## src/rtl/write_post_buffer_pkg.sv

```systemverilog
// Shared bus definitions for the CPU write path: byte-lane indices and enable constants.
package write_post_buffer_pkg;

    localparam int LANE_HH = 3;
    localparam int LANE_HL = 2;
    localparam int LANE_LH = 1;
    localparam int LANE_LL = 0;
    localparam int LANE_W  = 8;
    localparam int NUM_LANES = LANE_HH + 1;

    localparam logic [NUM_LANES-1:0] BE_LONG = 4'b1111;

    typedef logic [NUM_LANES-1:0]        be_t;
    typedef logic [NUM_LANES*LANE_W-1:0] data_t;

endpackage

```

## src/rtl/write_post_buffer_if.sv

```systemverilog
// CPU-side write port, memory-side drain port and read-hazard probe of the posted-write buffer.
interface write_post_buffer_if #(
    parameter int ADDR_W = 22
);
    logic              WR_REQ;
    logic              WR_RDY;
    logic [ADDR_W-1:0] WR_ADDR;
    logic [3:0]        WR_BE;
    logic [31:0]       WR_DATA;

    logic              MEM_REQ;
    logic [ADDR_W-1:0] MEM_ADDR;
    logic [3:0]        MEM_BE;
    logic [31:0]       MEM_DATA;
    logic              MEM_ACK;

    logic [ADDR_W-1:0] RD_ADDR;
    logic              RD_HAZ;
    logic              EMPTY;

    modport slave (
        input  WR_REQ, WR_ADDR, WR_BE, WR_DATA, MEM_ACK, RD_ADDR,
        output WR_RDY, MEM_REQ, MEM_ADDR, MEM_BE, MEM_DATA, RD_HAZ, EMPTY
    );

    modport master (
        output WR_REQ, WR_ADDR, WR_BE, WR_DATA, MEM_ACK, RD_ADDR,
        input  WR_RDY, MEM_REQ, MEM_ADDR, MEM_BE, MEM_DATA, RD_HAZ, EMPTY
    );
endinterface

```

## src/rtl/write_post_buffer_be_merge.sv

```systemverilog
// Byte-lane merge: lanes enabled in new_be take new_data, all others keep old_data.
module write_post_buffer_be_merge
    import write_post_buffer_pkg::*;
(
    input  be_t   old_be,
    input  data_t old_data,
    input  be_t   new_be,
    input  data_t new_data,
    output be_t   merged_be,
    output data_t merged_data
);

    assign merged_be = old_be | new_be;

    generate
        for (genvar gi = 0; gi < NUM_LANES; gi++) begin : g_lane
            assign merged_data[gi*LANE_W +: LANE_W] = new_be[gi] ? new_data[gi*LANE_W +: LANE_W]
                                                                 : old_data[gi*LANE_W +: LANE_W];
        end
    endgenerate

endmodule

```

## src/rtl/write_post_buffer.sv

```systemverilog
// Posted-write FIFO between the CPU and memory controller; coalesces consecutive
// writes to the same longword into the tail entry.
module write_post_buffer
    import write_post_buffer_pkg::*;
#(
    parameter int DEPTH  = 4,
    parameter int ADDR_W = 22
) (
    input  logic                 CLK,
    input  logic                 RST,
    write_post_buffer_if.slave   bus
);

    localparam int PTR_W = $clog2(DEPTH);
    localparam int CNT_W = PTR_W + 1;
    localparam logic [CNT_W-1:0] DEPTH_C = CNT_W'(DEPTH);

    logic [ADDR_W-1:0] addr_q [DEPTH];
    logic [ADDR_W-1:0] addr_d [DEPTH];
    be_t               be_q   [DEPTH];
    be_t               be_d   [DEPTH];
    data_t             data_q [DEPTH];
    data_t             data_d [DEPTH];
    logic [DEPTH-1:0]  valid_q, valid_d;
    logic [PTR_W-1:0]  head_q, head_d, tail_q, tail_d;
    logic [CNT_W-1:0]  count_q, count_d;

    logic [PTR_W-1:0]  tail_m1;
    logic              merge_hit, wr_rdy, push, do_merge, do_alloc, pop;
    be_t               merge_be, alloc_be;
    data_t             merge_data, alloc_data;
    logic [DEPTH-1:0]  haz_hit;

    assign tail_m1   = tail_q - PTR_W'(1);
    // The head may already be on the memory bus, so only a second-or-later entry is a merge target.
    assign merge_hit = (count_q >= CNT_W'(2)) && (bus.WR_ADDR == addr_q[tail_m1]);
    assign wr_rdy    = (count_q < DEPTH_C) || merge_hit;
    assign push      = bus.WR_REQ && wr_rdy && (bus.WR_BE != 4'b0000);
    assign do_merge  = push && merge_hit;
    assign do_alloc  = push && !merge_hit;
    assign pop       = bus.MEM_ACK && (count_q != '0);

    write_post_buffer_be_merge u_merge (
        .old_be      (be_q[tail_m1]),
        .old_data    (data_q[tail_m1]),
        .new_be      (bus.WR_BE),
        .new_data    (bus.WR_DATA),
        .merged_be   (merge_be),
        .merged_data (merge_data)
    );

    // Zero-fills disabled lanes of a freshly allocated entry.
    write_post_buffer_be_merge u_alloc (
        .old_be      ('0),
        .old_data    ('0),
        .new_be      (bus.WR_BE),
        .new_data    (bus.WR_DATA),
        .merged_be   (alloc_be),
        .merged_data (alloc_data)
    );

    always_comb begin
        addr_d  = addr_q;
        be_d    = be_q;
        data_d  = data_q;
        valid_d = valid_q;
        head_d  = head_q;
        tail_d  = tail_q;
        count_d = count_q;
        if (pop) begin
            valid_d[head_q] = 1'b0;
            head_d          = head_q + PTR_W'(1);
        end
        if (do_merge) begin
            be_d[tail_m1]   = merge_be;
            data_d[tail_m1] = merge_data;
        end
        if (do_alloc) begin
            addr_d[tail_q]  = bus.WR_ADDR;
            be_d[tail_q]    = alloc_be;
            data_d[tail_q]  = alloc_data;
            valid_d[tail_q] = 1'b1;
            tail_d          = tail_q + PTR_W'(1);
        end
        case ({do_alloc, pop})
            2'b10:   count_d = count_q + CNT_W'(1);
            2'b01:   count_d = count_q - CNT_W'(1);
            default: count_d = count_q;
        endcase
    end

    always_ff @(posedge CLK or posedge RST) begin
        if (RST) begin
            for (int i = 0; i < DEPTH; i++) begin
                addr_q[i] <= '0;
                be_q[i]   <= '0;
                data_q[i] <= '0;
            end
            valid_q <= '0;
            head_q  <= '0;
            tail_q  <= '0;
            count_q <= '0;
        end else begin
            addr_q  <= addr_d;
            be_q    <= be_d;
            data_q  <= data_d;
            valid_q <= valid_d;
            head_q  <= head_d;
            tail_q  <= tail_d;
            count_q <= count_d;
        end
    end

    generate
        for (genvar gi = 0; gi < DEPTH; gi++) begin : g_haz
            assign haz_hit[gi] = valid_q[gi] && (addr_q[gi] == bus.RD_ADDR);
        end
    endgenerate

    assign bus.WR_RDY   = wr_rdy;
    assign bus.MEM_REQ  = (count_q != '0);
    assign bus.MEM_ADDR = (count_q != '0) ? addr_q[head_q] : '0;
    assign bus.MEM_BE   = (count_q != '0) ? be_q[head_q]   : '0;
    assign bus.MEM_DATA = (count_q != '0) ? data_q[head_q] : '0;
    assign bus.RD_HAZ   = |haz_hit;
    assign bus.EMPTY    = (count_q == '0);

endmodule

```

## src/flat_wrapper.sv

```systemverilog
// flat-port wrapper written by rule: the top's interface ports become plain ports
module write_post_buffer_flat import write_post_buffer_pkg::*;
#(
    parameter int DEPTH  = 4,
    parameter int ADDR_W = 22
)
  (CLK, RST, bus_WR_REQ, bus_WR_ADDR, bus_WR_BE, bus_WR_DATA, bus_MEM_ACK, bus_RD_ADDR, bus_WR_RDY, bus_MEM_REQ, bus_MEM_ADDR, bus_MEM_BE, bus_MEM_DATA, bus_RD_HAZ, bus_EMPTY);
  write_post_buffer_if #(.ADDR_W(ADDR_W)) bus_i ();
  input  logic CLK;
  input  logic RST;
  input wire logic [$bits(bus_i.WR_REQ)-1:0] bus_WR_REQ;
  input wire logic [$bits(bus_i.WR_ADDR)-1:0] bus_WR_ADDR;
  input wire logic [$bits(bus_i.WR_BE)-1:0] bus_WR_BE;
  input wire logic [$bits(bus_i.WR_DATA)-1:0] bus_WR_DATA;
  input wire logic [$bits(bus_i.MEM_ACK)-1:0] bus_MEM_ACK;
  input wire logic [$bits(bus_i.RD_ADDR)-1:0] bus_RD_ADDR;
  output wire logic [$bits(bus_i.WR_RDY)-1:0] bus_WR_RDY;
  output wire logic [$bits(bus_i.MEM_REQ)-1:0] bus_MEM_REQ;
  output wire logic [$bits(bus_i.MEM_ADDR)-1:0] bus_MEM_ADDR;
  output wire logic [$bits(bus_i.MEM_BE)-1:0] bus_MEM_BE;
  output wire logic [$bits(bus_i.MEM_DATA)-1:0] bus_MEM_DATA;
  output wire logic [$bits(bus_i.RD_HAZ)-1:0] bus_RD_HAZ;
  output wire logic [$bits(bus_i.EMPTY)-1:0] bus_EMPTY;
  assign bus_i.WR_REQ = bus_WR_REQ;
  assign bus_i.WR_ADDR = bus_WR_ADDR;
  assign bus_i.WR_BE = bus_WR_BE;
  assign bus_i.WR_DATA = bus_WR_DATA;
  assign bus_i.MEM_ACK = bus_MEM_ACK;
  assign bus_i.RD_ADDR = bus_RD_ADDR;
  assign bus_WR_RDY = bus_i.WR_RDY;
  assign bus_MEM_REQ = bus_i.MEM_REQ;
  assign bus_MEM_ADDR = bus_i.MEM_ADDR;
  assign bus_MEM_BE = bus_i.MEM_BE;
  assign bus_MEM_DATA = bus_i.MEM_DATA;
  assign bus_RD_HAZ = bus_i.RD_HAZ;
  assign bus_EMPTY = bus_i.EMPTY;
  write_post_buffer #(.DEPTH(DEPTH), .ADDR_W(ADDR_W)) u_core (.CLK(CLK), .RST(RST), .bus(bus_i));
endmodule
```

## config.mk

```make
export PLATFORM = sky130hd
export DESIGN_NAME = write_post_buffer_flat
export DESIGN_NICKNAME = d
export VERILOG_FILES = /design/src/rtl/write_post_buffer_pkg.sv /design/src/rtl/write_post_buffer_if.sv /design/src/rtl/write_post_buffer_be_merge.sv /design/src/rtl/write_post_buffer.sv /design/src/flat_wrapper.sv
export SDC_FILE = /design/constraint.sdc
export NUM_CORES = 1
export LEC_CHECK = 0
export CAP_MARGIN = 25
export CORE_MARGIN = 3
export CORE_UTILIZATION = 35
export DETAILED_ROUTE_END_ITERATION = 16
export GPL_ROUTABILITY_DRIVEN = 0
export SYNTH_ARGS = -nofsm -noshare
export SYNTH_HDL_FRONTEND = slang
export SYNTH_SLANG_ARGS = --single-unit
```

## constraint.sdc

```tcl
create_clock -name CLK -period 13.75 [get_ports CLK]
set_clock_uncertainty 0.2 [all_clocks]
set_input_delay 2.75 -clock CLK [delete_from_list [all_inputs] [get_ports CLK]]
set_output_delay 2.75 -clock CLK [all_outputs]
set_load 0.1 [all_outputs]
```

Word level (Yosys, flattened, before mapping) --
Cells that the tools add are included.
Cells by class: eq/ne operators 7, $lt $le $gt $ge 11, add/sub/neg operators 5, reduce and logical (&&, ||, !) cells 21, bitwise operators 7, multiplexer cells 55
Operators with widths (count):
- 128-bit bitwise mux | 2
- 128-bit two-way mux | 2
- 32-bit two-way mux | 7
- 22-bit two-way mux | 6
- 32-bit binary-select mux with 2-bit select | 2
- 32-bit demux with 2-bit select | 2
- 22-bit == test | 5
- 22-bit binary-select mux with 2-bit select | 2
- 88-bit bitwise mux | 1
- 8-bit two-way mux | 8
- 22-bit demux with 2-bit select | 1
- 4-bit two-way mux | 9
- 16-bit bitwise mux | 2
- 16-bit two-way mux | 2
- 4-bit binary-select mux with 2-bit select | 2
- 4-bit demux with 2-bit select | 2
- 1-bit logical AND | 14
- 3-bit >= comparator, second input constant | 3
- 2-bit NOT with 3-bit output | 3
- 4-bit OR | 2
- 2-bit by 3-bit < comparator with 1-bit output, second input constant | 2
- 3-bit by 1-bit < comparator with 1-bit output, second input constant | 2
- 3-bit one-hot mux with 2 select lines | 1
- 2-bit by 1-bit adder with 2-bit output, second input constant | 2
- other kinds (19) | 22
Storage, ports and cells: input port bits 84, output and inout bits 62, register bits after elaboration 243

Logic depth before layout (Yosys ltp) --
depth in word-level cells 14, mapped depth 18, mapped depth without buffers 14

Hierarchy --
Synthesis repeated with hierarchy kept, for this count alone.
Second synthesis, totals: cells, all modules 1403, area, all modules 16432.0 um^2
By module, submodules not included:
- write_post_buffer | cells each 1323, area each 15331.0 um^2, instances 1
- write_post_buffer_be_merge | cells each 40, area each 550.5 um^2, instances 2

Worst setup path after synthesis --
Ideal clock, no wire load.
path kind input to output, start point input bus_WR_ADDR[7], end point output bus_WR_RDY, buffers on the path 0, data arrival time 5851 ps, stages 6, slack 4949 ps, path through nand2b_1 > o32ai_1 > or4_1 > a211oi_2 > nand2_2 > o21ai_0
On the way: longest elaborated chain between the ends 3
Ends and longest elaborated chain:
- start, declared | line flat_wrapper.sv:12 | input wire logic [$bits(bus_i.WR_ADDR)-1:0] bus_WR_ADDR;
- 22-bit == test | line write_post_buffer.sv:36 | assign merge_hit = (count_q >= CNT_W'(2)) && (bus.WR_ADDR == addr_q[tail_m1]);
- 1-bit logical AND | line write_post_buffer.sv:36
- 1-bit logical OR | line write_post_buffer.sv:37 | assign wr_rdy = (count_q < DEPTH_C) || merge_hit;
- end, declared | line flat_wrapper.sv:17 | output wire logic [$bits(bus_i.WR_RDY)-1:0] bus_WR_RDY;
No other way between the ends.

Worst setup path after layout --
start point register u_core.tail_q[0], end point output bus_WR_RDY
On the way: longest elaborated chain between the ends 8
Ends and longest elaborated chain:
- start, declared | line write_post_buffer.sv:25 | logic [PTR_W-1:0] head_q, head_d, tail_q, tail_d;
- start signal, assigned | line write_post_buffer.sv:109 | tail_q <= tail_d;
- 2-bit by 1-bit subtractor with 2-bit output | line write_post_buffer.sv:34 | assign tail_m1 = tail_q - PTR_W'(1);
- via u_core.tail_m1[0] | line write_post_buffer.sv:28 | logic [PTR_W-1:0] tail_m1;
- 2-bit NOT with 3-bit output (implied by the code) | line write_post_buffer.sv:36
- 22-bit binary-select mux with 2-bit select | line write_post_buffer.sv:36
- 22-bit two-way mux (implied by the code) (2 in series) | line write_post_buffer.sv:36
- 22-bit == test | line write_post_buffer.sv:36
- 1-bit logical AND | line write_post_buffer.sv:36
- 1-bit logical OR | line write_post_buffer.sv:37
The timed path passes the listed nets, and every way through them passes these cells. The select of a mux whose other input is x is not followed.

==> impl_metrics.yaml <==
outcome:
  status: "complete, no violations"
synthesis:
  ys.flop_type: "dfrtp_1"
  synth_seq_area_share_pct: 39.6
  ys_seq_elements: 243
  synth-edff-count: 0
  syn_inst: 1274
  ys_warn_count: 0
  synth_area_um2: 15400
  synth.avg_cell_area_um2: 12.1
  syn_nets: 1372
  synth_cell_types: 53
  async_flop_share_pct: 100
run:
  cap_violations: 0
grt:
  grt_pass1_vias: 12000
  grt_start_max_net_pins: 129
  overflow: 0
  antenna_found_initial: 3
  grt_pass1_wl_um: 75000
  grt.total_usage_pct: 20.4
worst_setup_path:
  arrival_ns: 6.77
  crit_path_end_kind: "output pin"
  startpoint_type: "flop"
  crit_fanout: 38
  crit_type: "reg -> out"
  cp.required_ns: 10.80
die:
  die-area_um2: 46400
  start_util_pct: 35.6
  die_w_um: 216
  rows: 76
  ioPinCount: 146
  core_area_um2: 43200
  dieHeight_um: 216
routing:
  drt_wl_total_um: 48500
  vias: 11712
  via_per_inst: 5.94
  drc_errors: 0
  drt_first_pass_iters: 5
  wl_per_cell_um: 24.6
  ant_nets: 0
  drtIter0Drc: 972
clocking:
  post_cts_buffers: 0
  clock_path_buffers: 3
  clock_latency_ns: 0.57
  clkSinkCount: 243
  cts_tree: "done"
  htree_levels: 1
  root_buffer: "clkbuf_16"
  cts_buffers: 28
  holdBufCountCts: 0
  post_cts_resized: 0
  clkTransAtPathRegs_ns: 0.06
timing:
  worst_slew_pin_slew_ns: 1.09
  min_period_over_period_pct: 70.7
  finalSetupViolCount: 0
  min_period_ns: 9.72
  hold_violations: 0
  fin_setup_tns_ns: 0
  rsz0062_at_grt: "no"
  fmax_ghz: 0.103
  relSlewSlack_pct: 27.1
  maxSlewViolCount: 0
placement:
  hpwl_um: 29700
  port-buffer-count: 145
final_layout:
  nNetsFinal: 1464
  area_growth_pct: 17.5
  fillerInstances: 4151
  final_util_pct: 41.8
  n_antenna_cell: 0
  drive_above_1_share_pct: 17.4
min_path:
  hp-class: "reg -> reg"
==> cells in the final DEF, fill, tap and decap left out, types with 4 or more instances in the layout <==
cell type,Yosys,layout
dfrtp_1,243,240
or3_1,6,4
or2_2,7,7
clkbuf_1,53,6
clkdlybuf4s50_1,0,145
nand3b_1,4,4
xnor2_1,64,64
clkbuf_8,0,6
and2_1,61,61
ha_1,13,12
o21ai_2,4,4
clkinv_2,0,4
nor2_4,4,4
mux2i_1,22,22
nand2_1,171,171
inv_1,41,40
nor3_1,4,4
mux4_2,105,105
mux2_2,23,23
o221a_2,22,22
o221a_1,121,121
o21ai_0,35,35
a21o_1,4,4
nor4_1,13,13
mux2_1,69,69
nand4_1,19,19
nand3_1,21,21
buf_4,10,21
clkbuf_16,0,28
xor2_1,51,51
nor2_1,11,11
==> per-layer routing <==
layer	wire (um)	GRT usage [%]	up-vias	share of wire, %
met2	23000	33.1	492	47
li1	-	-	4995	-
met1	20700	28.1	6131	43
met5	37	0	-	0.076
met4	1290	5.55	6	2.7
met3	3460	4.29	88	7.1
==> stage by stage <==
step | instances | area (um^2) | hold slack, ns | setup slack (ns)
finish | 1971 | 18000 | 0.297 | 4.03
detailed placement | 1921 | 17100 | 0.286 | 4.56
CTS | 1971 | 18000 | 0.300 | 4.02
global placement | 1920 | 17100 | 0.287 | 4.60
global route | 1971 | 18000 | 0.316 | 3.80
floorplan | 1274 | 15400 | 0.249 | 4.13
==> cells by family after synthesis <==
group                      share of synthesized area [%]
xor gates and xnor gates                            6.56
buffers and inverters                               5.35
adders and majority gates                           1.19
AOI/OAI and AO/OA                                   13.3
and+or+nand+nor                                     10.5
DFF                                                 39.6
muxes                                               23.6
==> critical path, stage by stage (launching register included) <==
cell and delay [ns]:
dfrtp_4 0.80, clkinv_1 0.58, ha_4 0.90, buf_4 0.64
mux4_2 0.59, xnor2_1 0.37, nand4_1 0.18, nor4_1 0.27
nand2_1 0.19, o21ai_0 0.41, clkdlybuf4s50_1 1.23
==> registers in the layout, summed over array words and instances, names as in the netlist <==
name	flops
u_core.tail_q	2
u_core.addr_q	88
u_core.valid_q	4
u_core.be_q	16
u_core.data_q	128
u_core.count_q	3
u_core.head_q	2
==> Yosys cell counts, types with 2 or more instances <==
library cell	count	area share (%)
a21o_1	4	0.20
a221oi_1	3	0.17
and2_1	61	2.5
and4_1	3	0.17
buf_1	6	0.15
buf_2	6	0.20
buf_4	10	0.49
buf_6	30	2.2
clkbuf_1	53	1.3
dfrtp_1	243	40
ha_1	13	1.1
inv_1	41	1.0
mux2_1	69	5.1
mux2_2	23	1.7
mux2i_1	22	1.4
mux4_2	105	15
nand2_1	171	4.2
nand2b_1	2	0.081
nand3_1	21	0.68
nand3b_1	4	0.20
nand4_1	19	0.77
nor2_1	11	0.27
nor2_4	4	0.29
nor3_1	4	0.13
nor4_1	13	0.53
o211a_1	2	0.13
o21ai_0	35	1.1
o21ai_2	4	0.23
o221a_1	121	8.9
o221a_2	22	1.6
o32a_1	3	0.20
or2_2	7	0.29
or3_1	6	0.24
xnor2_1	64	3.6
xor2_1	51	2.9
==> path summary, 6_finish.rpt <==
check	startpoint	to	slack [ns]	depth (start not counted)
setup reg to reg	u_core.tail_q[0]$_DFFE_PP0N_	u_core.addr_q[86]$_DFFE_PP0P_	7.02	11
max in group asynchronous	RST	u_core.data_q[20]$_DFF_PP0_	8.74	4
hold / removal	u_core.count_q[0]$_DFFE_PP0P_	u_core.count_q[0]$_DFFE_PP0P_	0.30	1
min in group asynchronous	RST	u_core.data_q[102]$_DFF_PP0_	2.55	2
setup / recovery	u_core.tail_q[0]$_DFFE_PP0N_	bus_WR_RDY	4.03	10
hold reg to reg	u_core.count_q[0]$_DFFE_PP0P_	u_core.count_q[0]$_DFFE_PP0P_	0.30	1
==> layout make-up <==
cell class | instances | area [um^2] | area share (%)
clock buffer | 40 | 806 | 4.46
inverter | 42 | 165 | 0.915
timing repair buffer | 167 | 1640 | 9.07
multi-input combinational | 884 | 8470 | 47.0
sequential | 243 | 6090 | 33.7
tap | 585 | 732 | 4.06
clock inverter | 10 | 144 | 0.797
Power is not shown: default switching activity piles up to over one toggle a cycle in this logic, so the estimate is an artifact.
